--- src/rtl/glip_uart_host_link.sv ---
// Host-side end of the GLIP UART link: 8N1 serializer with 0xFE escape coding and
// credit-limited transmit, plus a deserializer that strips escapes and extracts credit grants.
module glip_uart_host_link #(
    parameter int DIVISOR      = 217,
    parameter int CREDIT_WIDTH = 12
) (
    input  logic                    clk,
    input  logic                    rst_n,
    input  logic [7:0]              in_data,
    input  logic                    in_valid,
    output logic                    in_ready,
    output logic [7:0]              out_data,
    output logic                    out_valid,
    output logic                    uart_tx,
    input  logic                    uart_rx,
    input  logic                    uart_cts,
    output logic                    uart_rts,
    input  logic                    hold,
    output logic [CREDIT_WIDTH-1:0] credit,
    output logic                    error
);

    localparam logic [7:0] ESC_BYTE = 8'hFE;
    localparam int CNT_W = $clog2(DIVISOR);
    localparam logic [CNT_W-1:0] BIT_LAST  = CNT_W'(DIVISOR - 1);
    localparam logic [CNT_W-1:0] HALF_LAST = CNT_W'(DIVISOR / 2 - 1);
    localparam int SUM_W = ((CREDIT_WIDTH > 12) ? CREDIT_WIDTH : 12) + 1;
    localparam logic [SUM_W-1:0] CREDIT_MAX = SUM_W'({CREDIT_WIDTH{1'b1}});

    typedef enum logic [2:0] {TX_IDLE, TX_START, TX_DATA, TX_STOP, TX_ESC2} tx_state_t;
    typedef enum logic [2:0] {RX_IDLE, RX_START, RX_DATA, RX_STOP, RX_WAIT_HIGH} rx_state_t;
    typedef enum logic [1:0] {DEC_NORMAL, DEC_ESC, DEC_CRED_LO} dec_state_t;

    tx_state_t  tx_state, tx_state_next;
    rx_state_t  rx_state, rx_state_next;
    dec_state_t dec_state, dec_state_next;

    logic [7:0]       tx_shift, tx_shift_next;
    logic [2:0]       tx_bits, tx_bits_next;
    logic [CNT_W-1:0] tx_cnt, tx_cnt_next;
    logic             tx_pend_esc, tx_pend_esc_next;
    logic             tx_line, tx_line_next;
    logic             tx_bit_end, accept;

    logic             rx_meta, rx_sync, cts_meta, cts_sync, rts_q;
    logic [7:0]       rx_shift, rx_shift_next;
    logic [2:0]       rx_bits, rx_bits_next;
    logic [CNT_W-1:0] rx_cnt, rx_cnt_next;
    logic             rx_bit_end, rx_half_end, byte_done, frame_err;

    logic [3:0]             grant_hi, grant_hi_next;
    logic [11:0]            grant_add;
    logic                   emit, proto_err;
    logic [SUM_W-1:0]       credit_sum;
    logic [CREDIT_WIDTH-1:0] credit_next;

    assign in_ready    = (tx_state == TX_IDLE) && (credit != '0) && !cts_sync;
    assign tx_bit_end  = (tx_cnt == BIT_LAST);
    assign rx_bit_end  = (rx_cnt == BIT_LAST);
    assign rx_half_end = (rx_cnt == HALF_LAST);
    assign uart_tx     = tx_line;
    assign uart_rts    = rts_q;

    // The second escape frame starts straight out of STOP when CTS allows, so an escaped byte costs 20 bit times.
    always_comb begin
        tx_state_next    = tx_state;
        tx_shift_next    = tx_shift;
        tx_bits_next     = tx_bits;
        tx_cnt_next      = tx_cnt + CNT_W'(1);
        tx_pend_esc_next = tx_pend_esc;
        accept           = 1'b0;
        case (tx_state)
            TX_IDLE: begin
                tx_cnt_next = '0;
                if (in_valid && in_ready) begin
                    accept           = 1'b1;
                    tx_shift_next    = in_data;
                    tx_pend_esc_next = (in_data == ESC_BYTE);
                    tx_state_next    = TX_START;
                end
            end
            TX_START: begin
                if (tx_bit_end) begin
                    tx_cnt_next   = '0;
                    tx_bits_next  = '0;
                    tx_state_next = TX_DATA;
                end
            end
            TX_DATA: begin
                if (tx_bit_end) begin
                    tx_cnt_next   = '0;
                    tx_shift_next = {1'b0, tx_shift[7:1]};
                    tx_bits_next  = tx_bits + 3'd1;
                    if (tx_bits == 3'd7) tx_state_next = TX_STOP;
                end
            end
            TX_STOP: begin
                if (tx_bit_end) begin
                    tx_cnt_next = '0;
                    if (!tx_pend_esc) begin
                        tx_state_next = TX_IDLE;
                    end else if (!cts_sync) begin
                        tx_state_next    = TX_START;
                        tx_shift_next    = ESC_BYTE;
                        tx_pend_esc_next = 1'b0;
                    end else begin
                        tx_state_next = TX_ESC2;
                    end
                end
            end
            TX_ESC2: begin
                tx_cnt_next = '0;
                if (!cts_sync) begin
                    tx_state_next    = TX_START;
                    tx_shift_next    = ESC_BYTE;
                    tx_pend_esc_next = 1'b0;
                end
            end
            default: tx_state_next = TX_IDLE;
        endcase
        case (tx_state_next)
            TX_START: tx_line_next = 1'b0;
            TX_DATA:  tx_line_next = tx_shift_next[0];
            default:  tx_line_next = 1'b1;
        endcase
    end

    // Receive sampler plus escape/credit decoder; the decoder acts on the byte in the stop-bit sample cycle.
    always_comb begin
        rx_state_next  = rx_state;
        rx_shift_next  = rx_shift;
        rx_bits_next   = rx_bits;
        rx_cnt_next    = rx_cnt + CNT_W'(1);
        byte_done      = 1'b0;
        frame_err      = 1'b0;
        dec_state_next = dec_state;
        grant_hi_next  = grant_hi;
        grant_add      = '0;
        emit           = 1'b0;
        proto_err      = 1'b0;
        case (rx_state)
            RX_IDLE: begin
                rx_cnt_next = '0;
                if (!rx_sync) rx_state_next = RX_START;
            end
            RX_START: begin
                if (rx_half_end) begin
                    rx_cnt_next   = '0;
                    rx_bits_next  = '0;
                    rx_state_next = rx_sync ? RX_IDLE : RX_DATA;
                end
            end
            RX_DATA: begin
                if (rx_bit_end) begin
                    rx_cnt_next   = '0;
                    rx_shift_next = {rx_sync, rx_shift[7:1]};
                    rx_bits_next  = rx_bits + 3'd1;
                    if (rx_bits == 3'd7) rx_state_next = RX_STOP;
                end
            end
            RX_STOP: begin
                if (rx_bit_end) begin
                    rx_cnt_next = '0;
                    if (rx_sync) begin
                        byte_done     = 1'b1;
                        rx_state_next = RX_IDLE;
                    end else begin
                        frame_err     = 1'b1;
                        rx_state_next = RX_WAIT_HIGH;
                    end
                end
            end
            RX_WAIT_HIGH: begin
                rx_cnt_next = '0;
                if (rx_sync) rx_state_next = RX_IDLE;
            end
            default: rx_state_next = RX_IDLE;
        endcase
        if (byte_done) begin
            case (dec_state)
                DEC_NORMAL: begin
                    if (rx_shift == ESC_BYTE) dec_state_next = DEC_ESC;
                    else emit = 1'b1;
                end
                DEC_ESC: begin
                    dec_state_next = DEC_NORMAL;
                    if (rx_shift == ESC_BYTE) begin
                        emit = 1'b1;
                    end else if (rx_shift[7]) begin
                        grant_hi_next  = rx_shift[3:0];
                        dec_state_next = DEC_CRED_LO;
                    end else begin
                        proto_err = 1'b1;
                    end
                end
                DEC_CRED_LO: begin
                    grant_add      = {grant_hi, rx_shift};
                    dec_state_next = DEC_NORMAL;
                end
                default: dec_state_next = DEC_NORMAL;
            endcase
        end
        // Acceptance only happens with credit>=1, so the subtraction cannot wrap.
        credit_sum  = SUM_W'(credit) + SUM_W'(grant_add) - SUM_W'(accept);
        credit_next = (credit_sum > CREDIT_MAX) ? CREDIT_WIDTH'(CREDIT_MAX) : credit_sum[CREDIT_WIDTH-1:0];
    end

    always_ff @(posedge clk or negedge rst_n) begin
        if (!rst_n) begin
            tx_state    <= TX_IDLE;
            tx_shift    <= '0;
            tx_bits     <= '0;
            tx_cnt      <= '0;
            tx_pend_esc <= 1'b0;
            tx_line     <= 1'b1;
            rx_meta     <= 1'b1;
            rx_sync     <= 1'b1;
            cts_meta    <= 1'b1;
            cts_sync    <= 1'b1;
            rts_q       <= 1'b0;
            rx_state    <= RX_IDLE;
            rx_shift    <= '0;
            rx_bits     <= '0;
            rx_cnt      <= '0;
            dec_state   <= DEC_NORMAL;
            grant_hi    <= '0;
            out_data    <= '0;
            out_valid   <= 1'b0;
            credit      <= '0;
            error       <= 1'b0;
        end else begin
            tx_state    <= tx_state_next;
            tx_shift    <= tx_shift_next;
            tx_bits     <= tx_bits_next;
            tx_cnt      <= tx_cnt_next;
            tx_pend_esc <= tx_pend_esc_next;
            tx_line     <= tx_line_next;
            rx_meta     <= uart_rx;
            rx_sync     <= rx_meta;
            cts_meta    <= uart_cts;
            cts_sync    <= cts_meta;
            rts_q       <= hold;
            rx_state    <= rx_state_next;
            rx_shift    <= rx_shift_next;
            rx_bits     <= rx_bits_next;
            rx_cnt      <= rx_cnt_next;
            dec_state   <= dec_state_next;
            grant_hi    <= grant_hi_next;
            out_valid   <= emit;
            if (emit) out_data <= rx_shift;
            credit      <= credit_next;
            error       <= error | frame_err | proto_err;
        end
    end

endmodule

--- config.mk ---
export PLATFORM = sky130hd
export DESIGN_NAME = glip_uart_host_link
export DESIGN_NICKNAME = d
export VERILOG_FILES = /design/src/rtl/glip_uart_host_link.sv
export SDC_FILE = /design/constraint.sdc
export NUM_CORES = 1
export LEC_CHECK = 0
export BUFFER_PORTS_ARGS = -buffer_cell sky130_fd_sc_hd__buf_2
export CAP_MARGIN = 20
export CORE_MARGIN = 4
export CORE_UTILIZATION = 53
export DETAILED_ROUTE_END_ITERATION = 8
export GPL_TIMING_DRIVEN = 0
export PLACE_DENSITY = 0.69
export SLEW_MARGIN = 20
export SYNTH_ARGS = -nofsm -noshare
export SYNTH_HDL_FRONTEND = slang
export SYNTH_SLANG_ARGS = --single-unit
export TNS_END_PERCENT = 20
--- constraint.sdc ---
create_clock -name clk -period 4.4 [get_ports clk]
set_clock_uncertainty 0.1 [all_clocks]
set_input_delay 0.66 -clock clk [delete_from_list [all_inputs] [get_ports clk]]
set_output_delay 0.66 -clock clk [all_outputs]
set_load 0.01 [all_outputs]
==> impl_metrics.toml <==
[status]
status = "finished clean"

[critical_path]
worstPathArrival_ns = 4.20
worstSetupStartpoint = "rx_cnt[1]$_DFF_PN0_"
critPathCaptureType = "flip-flop"
critPathRequiredTime_ns = 4.52
crit_type = "flip-flop to flip-flop"
cp-start-kind = "flip-flop"
r2r_start = "rx_cnt[1]$_DFF_PN0_"
worstPathMaxFanout = 6

[global_routing]
grt_max_degree = 57
grt-ovfl-total = 0
grt_pass1_wl_um = 16610
grt_pass1_vias = 3605
grt_antenna_before_repair = 0
track_usage_pct = 20.04

[power]
p_per_area_nw_per_um2 = 250.2
switching_power_mw = 0.3036
ir_worst_vdd_v = 0.0001846
power.share.sequential_pct = 55.8
p_leak_nw = 2.557
pwr-share-comb_pct = 2.5
intPower_mw = 1.006
swShare_pct = 23.19
clkPwrFrac_pct = 41.7

[drt]
remaining_drc_errors = 0
num_vias = 3745
drt_pre_antenna_iters = 5
drtIter0Drc = 111
routed_wl_um = 9679
drtAntennaViolNets = 0
vias_per_cell = 5.779
wl_per_cell_um = 14.94

[floorplanning]
dieHeight_um = 101.2
num_rows = 33
die-area_um2 = 10240
chipWidth_um = 101.2
io_pins = 39
coreArea_um2 = 8341
start_util_pct = 55.18

[synth]
synth_ff_type = "dfrtp_1"
synthCells = 482
seq_area_frac_synth_pct = 43.09
synth_edf_count = 0
synth_fp_nets = 529
synth_area_leaders = "dfrtp_1, ha_1, inv_1"
syn_avg_cell_area_um2 = 9.548
synth_cell_type_count = 66
synth_seq_cells = 79
synth_area_um2 = 4602
yosysWarnings = 0
postSynth.asyncResetShare_pct = 100.0
synth_top_area_share_pct = 40.24
synth_top_area_cell = "dfrtp_1"

[clock_tree]
clk_pin_slew_ns = 0.08
cts_inserted_buffers = 9
worstSkewPairLatency_ns = 0.35
htree_levels = 3
cts_hold_buf = 0
cts.sinks = 79
cts_tree = "built"
clk_path_buf_depth = 2
ctsRootBufferMaster = "clkbuf_8"

[layout]
stdcell_area_um2 = 5233
drive_above_1_share_pct = 18.23
layout.nets = 585
final_cell_mix = "dfrtp_1, inv_1, nand2_1, buf_2, nor2_1"
n_antenna_cell = 0
area_growth_pct = 13.70
final_common_cell = "dfrtp_1"
utilization_pct = 62.74

[sta]
min_period_over_period_pct = 92.67
slew_viol_final = 0
fin_ws_ns = 0.3227
finalCriticalPeriod_ns = 4.077
maxSlewHeadroom_pct = 56.78
worstMarginPinSlew_ns = 0.6414
hold_viol = 0
setup_violations = 0
clock.fmax_mhz = 245.3

[placement]
pre_cts_ws_ns = -0.1452
dpl_cell_area_um2 = 4954
hpwl_um = 7004
numPortBuffers = 38
place.gp.congestion = 0.8750

[run]
drv_cap = 0

[worst_hold_path]
min_path_type = "input pin to async pin"
==> Yosys cell counts (3+ instances only) <==
library cell / number
a211oi_1: 5
a21o_1: 3
a21oi_1: 18
a221oi_1: 12
a22o_1: 3
a22oi_1: 8
a31oi_1: 4
and3_1: 5
buf_2: 5
clkbuf_1: 6
dfrtp_1: 74
dfstp_2: 5
ha_1: 32
inv_1: 57
mux2_1: 8
mux2_2: 12
mux2i_1: 3
nand2_1: 44
nand2b_1: 5
nand3_1: 20
nand3b_1: 3
nand4_1: 7
nand4b_1: 3
nor2_1: 37
nor2b_1: 4
nor3_1: 7
nor3b_1: 3
nor4_1: 5
o211ai_1: 3
o21a_1: 5
o21ai_0: 16
o22ai_1: 3
xnor2_1: 8
xor2_1: 9
==> sequential cells by signal, indices dropped and copies added (netlist names), 4 cells and up <==
register and count:
grant_hi 4, credit 12, tx_cnt 8, rx_shift 8, rx_cnt 8, out_data 8
tx_shift 8
==> worst max-delay path: stages (launching register included) <==
cell	delay, ns
dfrtp_1	0.41
inv_1	0.08
ha_1	0.15
nand4b_1	0.16
or3_4	0.39
nor3b_4	0.23
buf_6	0.15
nand2_1	0.07
ha_1	0.28
inv_1	0.07
ha_1	0.18
inv_1	0.06
fa_1	0.41
nor2b_2	0.14
o31a_1	0.22
o21ai_2	0.13
a311oi_2	0.40
buf_2	0.23
nand3b_1	0.09
==> worst paths after layout <==
check,cells past startpoint,endpoint,slack (ns)
max in group asynchronous,2,rx_sync$_DFF_PN1_,3.47
max reg2reg,18,credit[4]$_DFF_PN0_,0.32
min in group clk,0,cts_sync$_DFF_PN1_,0.26
min reg2reg,0,cts_sync$_DFF_PN1_,0.26
min,1,tx_shift[3]$_DFFE_PN0P_,0.11
max,18,credit[4]$_DFF_PN0_,0.32
==> cells by family after synthesis <==
group,Yosys count,share of synthesized area (%)
xor gates and xnor gates,17,3.236
buffers and inverters,73,6.226
muxes,23,5.547
AOI/OAI and AO/OA,97,14.55
DFF,79,43.09
and+or+nand+nor,160,18.22
adders and majority gates,33,9.135
==> timing repair <==
| action | in CTS | in global routing |
|---|---|---|
| setup endpoints to repair | 10 | 12 |
| setup buffers | 0 | 5 |
| gates cloned | 0 | 1 |
| pin swaps | 0 | 4 |
| resized for setup | 2 | 10 |
==> metrics by stage <==
step	total power, mW	setup TNS (ns)	std cells	hold slack, ns
3_5_place_dp	0.7784	-1.362	626	0.2495
5_1_grt	1.359	-0.006629	648	0.1191
2_1_floorplan	0.7506	0	482	0.2452
6_report	1.309	0	648	0.1068
4_1_cts	1.330	0	642	0.1063
3_3_place_gp	0.7739	-0.5427	625	0.2458
==> per-layer routing <==
layer,GRT usage (%),wire (um),vias up
li1,-,-,1822
met1,28.41,4689,1826
met2,30.63,4442,79
met3,3.857,387,18
met4,7.566,160,0
met5,0,0,-
==> power by group through the flow <==
stage	Combinational (mW)	Clock (mW)	Sequential, mW
6_report	0.0327	0.546	0.730
5_1_grt	0.0375	0.591	0.731
4_1_cts	0.0339	0.566	0.730
3_5_place_dp	0.0337	0	0.745
3_3_place_gp	0.0293	0	0.745
2_1_floorplan	0.00580	0	0.745
==> layout make-up <==
type	count	area [um2]
repair buffers	45	262.8
clock buffers	10	127.6
clock inverters	6	70.07
flip-flops and latches	79	1983
fillers	704	3108
multi-input cells	330	2362
well taps	105	131.4
inverters	58	217.7
plain buffers	15	77.57
Power figures use the tool's default switching activity.
